### src/rtl/pot_scan_pkg.sv
// Shared types and constants for the slide-pot round-robin scanner.
// Slot names index the pot slots as the equalizer consumers see them.
package pot_scan_pkg;

    typedef enum logic [1:0] {
        S_IDLE = 2'd0,
        S_REQ  = 2'd1,
        S_WAIT = 2'd2,
        S_UPD  = 2'd3
    } state_t;

    // Slot 0 sits in the LSBs: slot0->1, 1->0, 2->4, 3->2, 4->3, 5->7.
    localparam logic [17:0] CH_MAP_DEF = {3'd7, 3'd3, 3'd2, 3'd4, 3'd0, 3'd1};

    localparam int LP  = 0;
    localparam int B1  = 1;
    localparam int B2  = 2;
    localparam int B3  = 3;
    localparam int HP  = 4;
    localparam int VOL = 5;

    function automatic logic [2:0] slot_next(input logic [2:0] slot, input int num_ch);
        return (int'(slot) == num_ch - 1) ? 3'd0 : slot + 3'd1;
    endfunction

endpackage

### src/rtl/pot_avg_hyst.sv
// Shared accumulator, averaging shift and hysteresis compare for pot_scan.
// The accumulator is sized so 2^AVG_LOG2 full-scale samples cannot overflow.
module pot_avg_hyst #(
    parameter int DATA_W   = 12,
    parameter int AVG_LOG2 = 2,
    parameter int HYST     = 8
) (
    input  logic              i_clk,
    input  logic              i_rst,
    input  logic              i_clr,
    input  logic              i_add,
    input  logic [DATA_W-1:0] i_res,
    input  logic [DATA_W-1:0] i_prev,
    input  logic              i_prev_vld,
    output logic [DATA_W-1:0] o_avg,
    output logic              o_pub
);

    localparam int ACC_W = DATA_W + AVG_LOG2;

    logic [ACC_W-1:0]  r_acc;
    logic [DATA_W-1:0] w_diff;

    // Clear wins over add: an aborted slot discards its last sample too.
    always_ff @(posedge i_clk) begin
        if (i_rst || i_clr) begin
            r_acc <= '0;
        end else if (i_add) begin
            r_acc <= r_acc + ACC_W'(i_res);
        end
    end

    assign o_avg  = r_acc[ACC_W-1:AVG_LOG2];
    assign w_diff = (o_avg >= i_prev) ? (o_avg - i_prev) : (i_prev - o_avg);
    assign o_pub  = !i_prev_vld || (32'(w_diff) > HYST);

endmodule

### src/rtl/pot_scan.sv
// Round-robin A2D sequencer: one conversion at a time per pot slot, averaged,
// hysteresis-filtered and published with a per-slot update strobe.
//
//   state  | meaning
//   IDLE   | scan disabled, no conversion outstanding
//   REQ    | strt_cnv asserted for one cycle on the current slot's channel
//   WAIT   | waiting for cnv_cmplt, timeout counter running
//   UPD    | average ready, publish if outside hysteresis, advance slot
module pot_scan
    import pot_scan_pkg::*;
#(
    parameter int                  NUM_CH      = 6,
    parameter int                  DATA_W      = 12,
    parameter int                  AVG_LOG2    = 2,
    parameter int                  HYST        = 8,
    parameter int                  TIMEOUT_CYC = 4096,
    parameter logic [3*NUM_CH-1:0] CH_MAP      = CH_MAP_DEF
) (
    input  logic                     i_clk,
    input  logic                     i_rst,
    input  logic                     i_en,
    output logic                     o_strt_cnv,
    output logic [2:0]               o_chnnl,
    input  logic                     i_cnv_cmplt,
    input  logic [DATA_W-1:0]        i_res,
    output logic [NUM_CH*DATA_W-1:0] o_pot_vals,
    output logic [NUM_CH-1:0]        o_upd,
    output logic [NUM_CH-1:0]        o_vld,
    output logic [NUM_CH-1:0]        o_err,
    output logic                     o_busy
);

    localparam int               CNT_W    = (AVG_LOG2 > 0) ? AVG_LOG2 : 1;
    localparam logic [CNT_W-1:0] CNT_LAST = CNT_W'((1 << AVG_LOG2) - 1);
    localparam int               TO_W     = (TIMEOUT_CYC > 1) ? $clog2(TIMEOUT_CYC) : 1;
    localparam logic [TO_W-1:0]  TO_LAST  = TO_W'(TIMEOUT_CYC - 1);

    state_t            r_state, w_next;
    logic [2:0]        r_slot, w_slot_nxt;
    logic [CNT_W-1:0]  r_cnt;
    logic [TO_W-1:0]   r_to_cnt;
    logic [DATA_W-1:0] r_vals [NUM_CH];

    logic              w_add, w_clr, w_adv, w_cnt_inc, w_tmo;
    logic [DATA_W-1:0] w_avg, w_prev;
    logic              w_pub, w_prev_vld;

    always_ff @(posedge i_clk) begin
        if (i_rst) r_state <= S_IDLE;
        else       r_state <= w_next;
    end

    // cnv_cmplt is checked before the timeout so a same-cycle completion wins.
    always_comb begin
        w_next    = r_state;
        w_add     = 1'b0;
        w_clr     = 1'b0;
        w_adv     = 1'b0;
        w_cnt_inc = 1'b0;
        w_tmo     = 1'b0;
        case (r_state)
            S_IDLE: if (i_en) w_next = S_REQ;
            S_REQ:  w_next = S_WAIT;
            S_WAIT: begin
                if (i_cnv_cmplt) begin
                    w_add = 1'b1;
                    if (r_cnt == CNT_LAST) begin
                        w_next = S_UPD;
                    end else if (i_en) begin
                        w_cnt_inc = 1'b1;
                        w_next    = S_REQ;
                    end else begin
                        w_clr  = 1'b1;
                        w_next = S_IDLE;
                    end
                end else if (r_to_cnt == TO_LAST) begin
                    w_tmo  = 1'b1;
                    w_clr  = 1'b1;
                    w_adv  = 1'b1;
                    w_next = i_en ? S_REQ : S_IDLE;
                end
            end
            S_UPD: begin
                w_clr  = 1'b1;
                w_adv  = 1'b1;
                w_next = i_en ? S_REQ : S_IDLE;
            end
            default: w_next = S_IDLE;
        endcase
    end

    assign w_slot_nxt = w_adv ? slot_next(r_slot, NUM_CH) : r_slot;

    always_ff @(posedge i_clk) begin
        if (i_rst) begin
            r_slot     <= '0;
            r_cnt      <= '0;
            o_strt_cnv <= 1'b0;
            o_chnnl    <= CH_MAP[2:0];
        end else begin
            r_slot     <= w_slot_nxt;
            o_strt_cnv <= (w_next == S_REQ);
            o_chnnl    <= CH_MAP[w_slot_nxt*3 +: 3];
            if (w_clr)          r_cnt <= '0;
            else if (w_cnt_inc) r_cnt <= r_cnt + 1'b1;
        end
    end

    always_ff @(posedge i_clk) begin
        if (i_rst || r_state != S_WAIT) r_to_cnt <= '0;
        else                            r_to_cnt <= r_to_cnt + 1'b1;
    end

    assign w_prev     = r_vals[r_slot];
    assign w_prev_vld = o_vld[r_slot];

    pot_avg_hyst #(
        .DATA_W   (DATA_W),
        .AVG_LOG2 (AVG_LOG2),
        .HYST     (HYST)
    ) u_avg (
        .i_clk      (i_clk),
        .i_rst      (i_rst),
        .i_clr      (w_clr),
        .i_add      (w_add),
        .i_res      (i_res),
        .i_prev     (w_prev),
        .i_prev_vld (w_prev_vld),
        .o_avg      (w_avg),
        .o_pub      (w_pub)
    );

    always_ff @(posedge i_clk) begin
        if (i_rst) begin
            o_upd <= '0;
            o_vld <= '0;
            o_err <= '0;
            for (int i = 0; i < NUM_CH; i++) r_vals[i] <= '0;
        end else begin
            o_upd <= '0;
            if (r_state == S_UPD && w_pub) begin
                o_upd[r_slot]  <= 1'b1;
                o_vld[r_slot]  <= 1'b1;
                r_vals[r_slot] <= w_avg;
            end
            if (w_tmo) o_err[r_slot] <= 1'b1;
        end
    end

    always_comb begin
        o_pot_vals = '0;
        for (int i = 0; i < NUM_CH; i++) o_pot_vals[i*DATA_W +: DATA_W] = r_vals[i];
    end

    assign o_busy = (r_state != S_IDLE);

endmodule

### config.mk
export PLATFORM = sky130hd
export DESIGN_NAME = pot_scan
export DESIGN_NICKNAME = d
export VERILOG_FILES = /design/src/rtl/pot_scan_pkg.sv /design/src/rtl/pot_avg_hyst.sv /design/src/rtl/pot_scan.sv
export SDC_FILE = /design/constraint.sdc
export NUM_CORES = 1
export LEC_CHECK = 0
export ABC_CLOCK_PERIOD_IN_PS = 8580
export CELL_PAD_IN_SITES_DETAIL_PLACEMENT = 0
export CELL_PAD_IN_SITES_GLOBAL_PLACEMENT = 1
export CORE_MARGIN = 2
export CORE_UTILIZATION = 45
export CTS_CLUSTER_DIAMETER = 60
export CTS_CLUSTER_SIZE = 24
export DETAILED_ROUTE_END_ITERATION = 8
export DONT_BUFFER_PORTS = 1
export PLACE_DENSITY_LB_ADDON = 0.1
export SLEW_MARGIN = 0
export SYNTH_ARGS = -nofsm -noshare
export SYNTH_HDL_FRONTEND = slang
export SYNTH_SLANG_ARGS = --single-unit
### constraint.sdc
create_clock -name i_clk -period 8.58 [get_ports i_clk]
set_input_delay 2.574 -clock i_clk [delete_from_list [all_inputs] [get_ports i_clk]]
set_output_delay 2.574 -clock i_clk [all_outputs]
set_load 0.02 [all_outputs]
# After elaboration in Yosys (flattened, before gate mapping)
# Memory sizes are Yosys's and may differ from the RTL's. A register that Yosys moved wholly into a read port is not among the register bits.
# Index checks and enable logic that the tools add are counted.
[op_classes]
addsub = 6
n_mul = 1
n_lt_le_gt_ge = 4
n_eq_ne = 8
shifts = 1
n_mux = 36
n_bitwise = 3
reduce_logical = 11
[op_table]
columns = ["cell", "count"]
rows = [
  ["$mux 12", 2],
  ["$sub 12x12->12", 2],
  ["$mux 1", 21],
  ["$shiftx 18x6->3 const A", 1],
  ["$add 14x12->14", 1],
  ["$add 12x1->12 const B", 1],
  ["$eq 12x12->1 const B", 1],
  ["$ge 12x12->1", 1],
  ["$gt 12x4->1 const B", 1],
  ["$mux 3", 4],
  ["$or 6x6->6", 2],
  ["$reduce_or 12->1", 1],
  ["$mux 2", 4],
  ["$pmux 2 s4", 1],
  ["$eq 2x2->1 const B", 3],
  ["$mul 3x2->5 const B", 1],
  ["$eq 2x1->1 const B", 2],
  ["$lt 3x4->1 const B", 1],
  ["$pmux 1 s2", 2],
  ["$reduce_or 2->1", 2],
  ["$add 3x1->3 const B", 1],
  ["$bmux 1 s3", 1],
  ["$demux 1 s3", 1],
  ["$eq 3x3->1 const B", 1],
  ["9 further kinds", 12],
]
[word_totals]
register_bits = 55
ramBits = 72
inputBits = 16
output_inout_bits = 95
word_cells = 81
memories = 1
[mem_list]
columns = ["memory", "words", "word_bits", "rd", "rd_clocked_by_memory_dff", "wr", "line", "text"]
rows = [
  ["r_vals", 6, 12, 7, 1, 6, "pot_scan.sv:42", "logic [DATA_W-1:0] r_vals [NUM_CH];"],
]

# Depth between registers and ports, before layout
[logic_depth]
ltp_word = 10
depth_mapped = 21
mapped_depth_nobuf = 17

# Modules after synthesis
# A second synthesis with hierarchy kept.
[hier_totals]
cells_unflattened = 724
hier_area_um2 = 8049.0
[by_module_without_submodules]
columns = ["module", "instances", "cells_each", "area_per_inst_um2", "seq_area_each_um2"]
rows = [
  ["pot_scan", 1, 432, 5729.2, 3703.6],
  ["pot_avg_hyst", 1, 292, 2319.7, 280.3],
]

# Least setup slack after synthesis
# Ideal clock, no wire load.
[synth_path]
path_type = "register to register"
start = "reg r_slot[0]"
end = "mem r_vals[0][0], enable pin"
setup_time_ns = 0.384
arrival_time_ns = 5.065
required_time_ns = 8.196
path_slack_ns = 3.131
stages_incl_launch_ff = 19
period_less_slack_ns = 5.449
cell_sequence = "dfxtp_1 -> buf_1 -> buf_1 -> mux2_2 -> a22o_1 -> a221oi_1 -> inv_1 -> ha_1 -> a41oi_2 -> a31o_1 -> a21oi_1 -> or3_1 -> buf_2 -> a2111oi_2 -> nor2_1 -> xor2_1 -> nor4_4 -> buf_6 -> o31ai_2"
[synth_rtl]
columns = ["item", "line", "text"]
rows = [
  ["from (decl)", "pot_scan.sv:39", "logic [2:0] r_slot, w_slot_nxt;"],
  ["from (signal assigned)", "pot_scan.sv:101", "r_slot <= w_slot_nxt;"],
  ["to (decl)", "pot_scan.sv:42", ""],
]

==> metrics.yaml <==
setup_path:
  crit_type: "flop to flop"
  worstPathArrival_ps: 6820
  reg2reg_to: "r_vals[1][7]"
  cp-start-kind: "flop"
  end_kind: "flop"
  crit_required_ps: 8620
  ff2ff_setup_slack_ps: 1800
  cpMaxStageDelayCell: "o31ai_2"
  cpMostUsedCell: "buf_4"
  crit_path_max_fanout: 90
  cp-endpoint: "r_vals[1][7]"
  r2r_start: "r_slot[0]"
  cp_cell_sequence: "buf_4 -> mux4_2 -> nor2b_1 -> a221oi_1 -> inv_1 -> ha_1 -> a41oi_2 -> a31o_1 -> a21oi_1 -> nor3_1 -> mux2i_1 -> xnor2_1 -> a31oi_1 -> nor4_4 -> buf_4 -> o31ai_2"
  cp-startpoint: "r_slot[0]"
  ff2ff_path_depth: 16
  critical-path-max-stage-delay_ps: 1090
die:
  die-area_um2: 19400
  fp-row-count: 49
  die_x_um: 139
  initial_core_util_pct: 45.7
  core_um2: 18000
  die_h_um: 139
  ios: 111
global_routing:
  antenna_found_initial: 0
  grt_first_pass_wirelength_um: 35900
  grt_pass1_vias: 6078
  overflow: 0
  track_usage_pct: 24.1
  grt_max_degree: 91
yosys:
  synth_edf_count: 96
  yosysMostFrequentCell: "edfxtp_1"
  syn_area_per_cell_um2: 10.1
  syn_inst: 812
  yosys.area.top_type_share_pct: 35.1
  synth_fp_nets: 869
  synth_common_cells: "edfxtp_1 (96), nor2_1 (79), nor3_1 (72)"
  async_flop_share_pct: 0
  synth-seq-cells: 151
  netlist_area_um2: 8220
  yosysWarnings: 0
  synthTopCellsByArea: "edfxtp_1 (35%), dfxtp_1 (13%), ha_1 (5.8%), nor3_1 (4.4%), nor2_1 (3.6%)"
  ys_seq_area_share_pct: 48.5
  yosysUniqueCellTypes: 61
  synth_top_area_cell: "edfxtp_1"
  synth_flop_cell: "edfxtp_1"
place:
  place_ws_ps: 1830
  numPortBuffers: 0
  place_congestion: 0.948
  placed_cell_area_um2: 8310
  hpwl_um: 17200
  post-place-cells: 1000
drt:
  wl_met1_um: 10000
  vias_per_cell: 5.96
  routed-wl-met2_um: 10800
  wirelength_um: 23000
  ant_nets: 0
  drt-initial-drc-count: 521
  top_layer: "met4"
  wl_met3_um: 1680
  wire_per_inst_um: 22.3
  drtPass1Iterations: 5
  via_count: 6152
  drcViolationCount: 0
timing:
  period_needed_ps: 6780
  worst_slack_ps: 1800
  worstMarginPinSlew_ps: 1200
  finalClockSkew_ps: 11.1
  whs_ps: 454
  final_hold_viol_count: 0
  fin_crit_sh_pct: 79.1
  slew_headroom_pct: 19.3
  maxSlewViolCount: 0
  setup_tns_ps: 0
  setup_violations: 0
  max_freq_mhz: 147
  rsz0062_at_grt: "no"
clock_tree:
  clk_latency_ps: 430
  post-cts-setup-buffers: 0
  cts_buffer_depth: 2
  cts_resized: 0
  h-tree-depth: 4
  cts_buffers: 17
  clk_pin_slew_ps: 70
  cts-root-buf: "clkbuf_16"
  clkSinkCount: 151
  ctsHoldBuffers: 0
  cts_tree: "done"
layout:
  nNetsFinal: 847
  final_cells: 1032
  syn2layout_area_growth_pct: 8.51
  diodes: 0
  utilization_pct: 49.6
  drive_gt1_share_pct: 9.96
  fin_area_um2: 8920
  fill_cells: 1721
pwr:
  p_leak_nw: 3.26
  finalPower_mw: 1.70
  vdd_drop_max_mv: 0.149
  power.density_nw_per_um2: 191
min_path:
  hp-class: "flop to flop"
run_status:
  status: "finished, final reports clean"
run:
  cap_viol_max_count: 0
-- area by class of cell --
| cell class | instances | area [um2] | share of cell area (%) |
|---|---|---|---|
| Timing Repair Buffer | 8 | 60.1 | 0.673 |
| Multi-Input combinational cell | 575 | 3840 | 43.1 |
| Clock buffer | 17 | 425 | 4.77 |
| Inverter | 37 | 139 | 1.56 |
| Clock inverter | 15 | 179 | 2.01 |
| Sequential cell | 151 | 3990 | 44.7 |
| Tap cell | 229 | 287 | 3.21 |
-- report_power, final --
| group | internal, mW | total, mW | switching (mW) |
|---|---|---|---|
| combinational | 0.0470 | 0.128 | 0.0810 |
| sequential | 0.784 | 0.817 | 0.0335 |
| clock | 0.417 | 0.757 | 0.340 |
-- how the worst min path moves through the flow --
| stage | from | endpoint | cells past startpoint |
|---|---|---|---|
| floorplan | r_to_cnt[0] | r_to_cnt[0] | 1 |
| global placement | r_to_cnt[0] | r_to_cnt[0] | 1 |
| detailed placement | r_to_cnt[0] | r_to_cnt[0] | 1 |
| CTS | r_to_cnt[0] | r_to_cnt[0] | 1 |
| global route | r_to_cnt[0] | r_to_cnt[0] | 1 |
| finish | r_to_cnt[0] | r_to_cnt[0] | 1 |
-- state kept, by name (all words and copies together) (netlist names) --
name	count
u_avg.r_acc	14
r_cnt	2
o_err	6
o_strt_cnv	1
o_upd	6
r_slot	3
r_vals	96
r_state	2
o_vld	6
r_to_cnt	12
o_chnnl	3
-- cell families after synthesis --
group,count (synthesis),synth area share (%)
AND/OR/NAND/NOR,306,18.1
AO/OA/AOI/OAI,169,14.0
flip-flops,151,48.5
buffers and inverters,86,4.92
adder cells (fa/ha/maj),41,6.52
multiplexers,36,5.54
XOR/XNOR,23,2.45
-- cells in the final DEF, fill, tap and decap left out, drive strengths merged, types with 15 or more instances in the layout --
| master | instances |
|---|---|
| nand2 | 57 |
| inv | 43 |
| edfxtp | 96 |
| nand2b | 16 |
| nor2 | 79 |
| a21oi | 60 |
| dfxtp | 55 |
| nand3 | 22 |
| o21ai | 25 |
| nor3 | 72 |
| ha | 38 |
| clkbuf | 17 |
| nor2b | 15 |
| mux2 | 16 |
-- critical path, delay by kind of cell, from the launching register on --
family | cells | cell delay [ps]
XOR/XNOR | 1 | 90
AND/OR/NAND/NOR | 3 | 800
buffers and inverters | 3 | 920
adder cells (fa/ha/maj) | 1 | 370
AO/OA/AOI/OAI | 6 | 2450
flip-flops | 1 | 840
multiplexers | 2 | 830
-- layer usage --
metal	up-vias	track usage, %
met3	33	6.91
met4	0	7.07
li1	2934	-
met2	217	38.6
met5	-	0
met1	2968	32.1
No activity file was read; power rests on OpenSTA's default activity.
